`src/rtl/pipeline_stall_ctrl.sv`:
```
// Pipeline stall/flush sequencer: load enables, bubbles and fetch-word capture across cache misses.
// Optional `STALL_PERF_CNT_EN` adds saturating stall/hazard performance counters.
module pipeline_stall_ctrl #(
    parameter int width = 32
) (
    input  logic             clk,
    input  logic             rst,
    input  logic             imem_req,
    input  logic             imem_resp,
    input  logic [width-1:0] imem_rdata,
    input  logic             dmem_req,
    input  logic             dmem_resp,
    input  logic             ex_br_taken,
    input  logic             load_use_hazard,
    output logic             load_pc,
    output logic             load_if_id,
    output logic             load_id_ex,
    output logic             load_ex_mem,
    output logic             load_mem_wb,
    output logic             flush_if_id,
    output logic             flush_id_ex,
    output logic [width-1:0] fetch_word,
    output logic             stall
`ifdef STALL_PERF_CNT_EN
    ,
    output logic [31:0]      i_stall_cnt,
    output logic [31:0]      d_stall_cnt,
    output logic [31:0]      hazard_cnt
`endif
);

    localparam logic [1:0] RUN     = 2'd0;
    localparam logic [1:0] WAIT_I  = 2'd1;
    localparam logic [1:0] WAIT_D  = 2'd2;
    localparam logic [1:0] WAIT_ID = 2'd3;

    logic [1:0]       state_q, state_d;
    logic             i_held_q, i_held_d;
    logic [width-1:0] i_hold_data_q, i_hold_data_d;

    logic i_wait, d_wait, adv;

    assign i_wait = imem_req & ~imem_resp & ~i_held_q;
    assign d_wait = dmem_req & ~dmem_resp;
    assign adv    = ~i_wait & ~d_wait;

    assign fetch_word = i_held_q ? i_hold_data_q : imem_rdata;

    always_comb begin
        load_pc     = 1'b0;
        load_if_id  = 1'b0;
        load_id_ex  = 1'b0;
        load_ex_mem = 1'b0;
        load_mem_wb = 1'b0;
        flush_if_id = 1'b0;
        flush_id_ex = 1'b0;
        stall       = 1'b0;
        if (rst) begin
            if (d_wait) begin
                stall = 1'b1;
            end else if (i_wait || (load_use_hazard && !ex_br_taken)) begin
                // Front end holds; a bubble enters ID_EX while the back end drains.
                load_id_ex  = 1'b1;
                flush_id_ex = 1'b1;
                load_ex_mem = 1'b1;
                load_mem_wb = 1'b1;
                stall       = 1'b1;
            end else begin
                load_pc     = 1'b1;
                load_if_id  = 1'b1;
                load_id_ex  = 1'b1;
                load_ex_mem = 1'b1;
                load_mem_wb = 1'b1;
                flush_if_id = ex_br_taken;
                flush_id_ex = ex_br_taken;
            end
        end
    end

    always_comb begin
        i_held_d      = i_held_q;
        i_hold_data_d = i_hold_data_q;
        if (imem_resp && d_wait && !i_held_q) begin
            i_held_d      = 1'b1;
            i_hold_data_d = imem_rdata;
        end else if (adv && i_held_q && (ex_br_taken || !load_use_hazard)) begin
            // Consumed by IF_ID, or discarded by a redirect; a load-use bubble keeps it.
            i_held_d = 1'b0;
        end
    end

    always_comb begin
        case ({i_wait, d_wait})
            2'b11:   state_d = WAIT_ID;
            2'b10:   state_d = WAIT_I;
            2'b01:   state_d = WAIT_D;
            default: state_d = RUN;
        endcase
    end

    always_ff @(posedge clk or negedge rst) begin
        if (!rst) begin
            state_q       <= RUN;
            i_held_q      <= 1'b0;
            i_hold_data_q <= '0;
        end else begin
            state_q       <= state_d;
            i_held_q      <= i_held_d;
            i_hold_data_q <= i_hold_data_d;
        end
    end

    // An outstanding I-miss can never coexist with a captured fetch word.
    no_hold_during_i_miss: assert property (@(posedge clk) disable iff (!rst)
        (state_q == WAIT_I || state_q == WAIT_ID) |-> !i_held_q);

`ifdef STALL_PERF_CNT_EN
    logic [31:0] i_stall_cnt_q, d_stall_cnt_q, hazard_cnt_q;
    logic        hazard_bubble;

    assign hazard_bubble = adv & load_use_hazard & ~ex_br_taken;

    always_ff @(posedge clk or negedge rst) begin
        if (!rst) begin
            i_stall_cnt_q <= '0;
            d_stall_cnt_q <= '0;
            hazard_cnt_q  <= '0;
        end else begin
            if (i_wait && !d_wait && i_stall_cnt_q != '1) i_stall_cnt_q <= i_stall_cnt_q + 32'd1;
            if (d_wait && d_stall_cnt_q != '1)            d_stall_cnt_q <= d_stall_cnt_q + 32'd1;
            if (hazard_bubble && hazard_cnt_q != '1)      hazard_cnt_q  <= hazard_cnt_q + 32'd1;
        end
    end

    assign i_stall_cnt = i_stall_cnt_q;
    assign d_stall_cnt = d_stall_cnt_q;
    assign hazard_cnt  = hazard_cnt_q;
`endif

endmodule

```
`config.mk`:
```
export PLATFORM = sky130hd
export DESIGN_NAME = pipeline_stall_ctrl
export DESIGN_NICKNAME = d
export VERILOG_FILES = /design/src/rtl/pipeline_stall_ctrl.sv
export SDC_FILE = /design/constraint.sdc
export NUM_CORES = 1
export LEC_CHECK = 0
export BUFFER_PORTS_ARGS = -buffer_cell sky130_fd_sc_hd__buf_4
export CORE_ASPECT_RATIO = 0.5
export CORE_MARGIN = 2
export CORE_UTILIZATION = 48
export CTS_CLUSTER_DIAMETER = 80
export DETAILED_ROUTE_END_ITERATION = 7
export PLACE_DENSITY = 0.8
export RECOVER_POWER = 25
export SLEW_MARGIN = 10
export SYNTH_ARGS = -nofsm -noshare
export SYNTH_HDL_FRONTEND = slang
export SYNTH_SLANG_ARGS = --single-unit
```
`constraint.sdc`:
```
create_clock -name clk -period 2.3 [get_ports clk]
set_input_delay 0.46 -clock clk [delete_from_list [all_inputs] [get_ports clk]]
set_output_delay 0.46 -clock clk [all_outputs]
set_load 0.03 [all_outputs]
```
Word level (Yosys, flattened, before mapping)
Cells that the tools add are included.
- bitwise gates (word level): 9
- reduce and logical (&&, ||, !) cells: 11
- multiplexer cells: 17
- operator list (kind ; count):
    $mux W32 ; 1
    $mux W1 ; 16
    $logic_and A1 B1 Y1 ; 5
    $not A1 Y1 ; 5
    $and A1 B1 Y1 ; 4
    $logic_not A1 Y1 ; 3
    $logic_or A1 B1 Y1 ; 2
    $reduce_bool A2 Y1 ; 1
- input bits: 40
- output and inout port bits: 40
- word-level logic and storage cells: 39
- register bits: 33

Logic depth before layout (Yosys ltp)
- depth after elaboration: 9
- depth in mapped cells: 5

Worst setup path before layout
No wires, ideal clock.
- path type: register to output
- start: register i_held_q
- end: output port flush_id_ex
- data required time: 1.840 ns
- buffers on the path: 1
- setup slack: 0.037 ns
- stages on the path, launching flop included: 4
- data arrival time: 1.803 ns
- cells stage by stage: dfrtp_1 buf_6 or3b_2 a221oi_1
- word-level cells in the longest chain between the ends: 6
- RTL lines (what ; line ; RTL):
    start: declaration ; 38 ; logic i_held_q, i_held_d;
    start signal: assignment ; 108 ; i_held_q <= i_held_d;
    $not A1 Y1 ; 43 ; assign i_wait = imem_req & ~imem_resp & ~i_held_q;
    $and A1 B1 Y1 ; 43 ;
    $logic_or A1 B1 Y1 ; 61 ; end else if (i_wait || (load_use_hazard && !ex_br_taken)) begin
    $mux W1 ; 61 ;
    $mux W1 ; 59 ; if (d_wait) begin
    $mux W1 ; 58 ; if (rst) begin
    end: declaration ; 21 ; output logic flush_id_ex,
No other way between the ends.

Worst setup path in the final report
- start: register i_held_q
- end: output port fetch_word[0]
- word-level cells in the longest chain between the ends: 1
- RTL lines (what ; line ; RTL):
    $mux W32 ; 47 ; assign fetch_word = i_held_q ? i_hold_data_q : imem_rdata;
    end: declaration ; 22 ; output logic [width-1:0] fetch_word,
No other way between the ends.

==> out/results.tsv <==
stage	metric	value	unit
die	Die W	92.8	µm
detailed_routing	Vias	1242	
place	RePlAce Congestion	0.753	
detailed_routing	Antenna Nets Post-Route	0	
power	internal power	1.24	mW
synthesis	Synth top area share	43.6	%
timing	worst rel slew slack	-10.1	%
layout	layout cells sized above 1	75.9	%
global_routing	largest net degree at the start of global routing	34	
detailed_routing	Residual DRC	0	
layout	n_diodes	0	
clock_tree	clock-pin slew on the worst setup and hold paths	0.07	ns
global_routing	gr usage total	16.7	%
setup_path	CP Capture Type	output port	
synthesis	most common cell in the netlist	mux2_2	
power	Net Switching	0.506	mW
detailed_routing	top routing layer used	met4	
synthesis	ys async rst share	100	%
synthesis	Synth Flop Type	dfrtp_1	
die	Initial Util	49.3	%
setup_path	Critical Path Source	i_held_q	
clock_tree	Longest Clk Path Bufs	2	
clock_tree	worst skew pair latency	0.28	ns
clock_tree	CTS tree	yes	
die	core area	3840	µm²
layout	Post-Route Utilization	66.4	%
synthesis	syn nets	163	
synthesis	Synth Instances	123	
power	Comb pwr share	32.9	%
clock_tree	CTS Buf Count	5	
synthesis	Mean Syn Cell Area	15.4	µm²
detailed_routing	per-cell routed wire length	13.8	µm
detailed_routing	met1 wire length	1.47	mm
timing	worst-margin pin slew	1.65	ns
timing	count of final setup violators	0	
timing	fin crit period	2.19	ns
setup_path	crit path max fanout	22	
synthesis	synth top area cells	dfrtp_1, mux2_4, mux2_2	
synthesis	sequential element share of the synthesized area	43.6	%
die	Die Y	48.4	µm
clock_tree	CTS root buffer	clkbuf_8	
die	die area	4490	µm²
timing	f_max	456	MHz
synthesis	#FFs+latches synth	33	
detailed_routing	met2 wire length	1.91	mm
timing	Hold Violations, Final	0	
hold_path	Hold Crit Start	imem_rdata[26]	
synthesis	Synth warnings	0	
place	hpwl dp	2.61	mm
timing	max-slew violation count	34	
timing	period utilisation layout	95.3	%
detailed_routing	Avg Vias per Cell	4.83	
power	clock share of power	23.2	%
global_routing	number of global-route vias before repair	1316	
die	I/O pins	80	
timing	setup_tns	0	ns
global_routing	total congestion overflow	0	
synthesis	Syn Std Cell Area	1890	µm²
place	Port Buffers	79	
power	Sequential Power Share	43.9	%
setup_path	Crit Path Category	flop to output port	
run_status	status	complete, but fails checks	
power	LEAKAGE	1.22	nW
global_routing	antenna violations before repair	0	
layout	NumNets Final	242	
die	row cnt	16	
run	max cap viols	1	
detailed_routing	WL final	3.55	mm
clock_tree	H-Tree Depth	2	
clock_tree	Setup Buffers After CTS	0	
clock_tree	clock sink total	33	
detailed_routing	TritonRoute pass-1 iters	4	
power	maximum VDD drop	373	µV
synthesis	EDFF count, synth	0	
synthesis	top cells by count, synth	mux2_2, dfrtp_1, mux2_4	
clock_tree	Post-CTS Resized	0	
hold_path	Hold Path Class	input pin to flop	
setup_path	r2r startpoint	i_held_q	
clock_tree	Hold-fix buffers, CTS	0	
setup_path	CP startpoint kind	flop	
layout	Area Growth Syn to Fin	34.8	%
synthesis	library cells used by synthesis	18	
run_status	failing checks	max-capacitance violations, max-slew violations	
global_routing	first-pass GRT wire length	5.84	mm
setup_path	arrival time at the worst endpoint	1.73	ns
timing	RSZ-0062 raised after global routing	false	
timing	final clock skew	0.00671	ns
power	PD cells	685	nW/µm²
power	switch share	28.9	%
setup_path	Worst EP required	1.84	ns
detailed_routing	met3 WL	160	µm
synthesis	Yosys top cell by area	dfrtp_1	
detailed_routing	Detailed Route Iter0 Violations	33	
## power by group through the flow
| stage | clock network [mW] | logic, mW | registers, mW |
|---|---|---|---|
| 2_1_floorplan | 0 | 0.420 | 0.754 |
| 3_3_place_gp | 0 | 0.572 | 0.769 |
| 3_5_place_dp | 0 | 0.583 | 0.773 |
| 4_1_cts | 0.418 | 0.584 | 0.767 |
| 5_1_grt | 0.443 | 0.613 | 0.784 |
| 6_report | 0.406 | 0.575 | 0.767 |
## layer usage
metal,track usage [%],vias up
met5,0,-
li1,-,595
met2,30.9,28
met1,19.3,617
met3,4.83,2
met4,3.68,0
## placed cells by master (no fill, tap or decap)
cell type  instances
or3b_2             1
nor2_1             1
a21oi_1            1
nor4bb_4           1
inv_1              3
a31oi_1            1
buf_12             1
clkbuf_8           5
nand2b_1           2
mux2_2            34
dfrtp_1           33
a22oi_1            1
buf_4             80
mux2_4            30
nand3b_1           1
and4_1             2
clkbuf_1           3
a221oi_1           1
clkinv_2           2
## kinds of logic after synthesis
logic type	Yosys count	share of synthesized area [%]
AO/OA/AOI/OAI	4	1.45
buffers and inverters	14	6.94
flip-flops	33	43.6
multiplexers	64	44.0
AND/OR/NAND/NOR	8	3.97
## stage by stage
stage | total power, mW | area [µm²] | hold WS, ns | cells | worst slack, ns
6_report | 1.75 | 2550 | 0.417 | 257 | 0.109
5_1_grt | 1.84 | 2550 | 0.408 | 257 | 0.0255
4_1_cts | 1.77 | 2560 | 0.233 | 257 | 0.0920
3_5_place_dp | 1.36 | 2480 | 0.489 | 249 | 0.314
3_3_place_gp | 1.34 | 2480 | 0.483 | 249 | 0.335
2_1_floorplan | 1.17 | 1890 | 0.164 | 123 | 0.0367
## worst max-delay path: stages (launching register included)
cell	delay, ns
dfrtp_1	0.33
buf_4	0.29
buf_4	0.28
mux2_2	0.37
buf_4	0.17
## sequential cells by signal, summed over array words and instances (netlist names)
register       cells
i_held_q           1
i_hold_data_q     32
## area by class of cell
type	instances	area [µm²]
clock inverters	2	10.0
well taps	54	67.6
flip-flops and latches	33	826
inverters	3	11.3
repair buffers	83	628
clock buffers	6	72.6
multi-input cells	76	936
fillers	299	1290
## worst paths after layout
path | end | slack (ns) | depth (start not counted)
max | fetch_word[0] | 0.11 | 4
min | i_hold_data_q[26] | 0.42 | 2
max reg2reg | i_hold_data_q[29] | 0.57 | 4
min reg2reg | i_hold_data_q[30] | 0.51 | 1
max in group asynchronous | i_hold_data_q[12] | 0.57 | 2
min in group asynchronous | i_hold_data_q[22] | 0.77 | 2
Power figures use the tool's default switching activity.
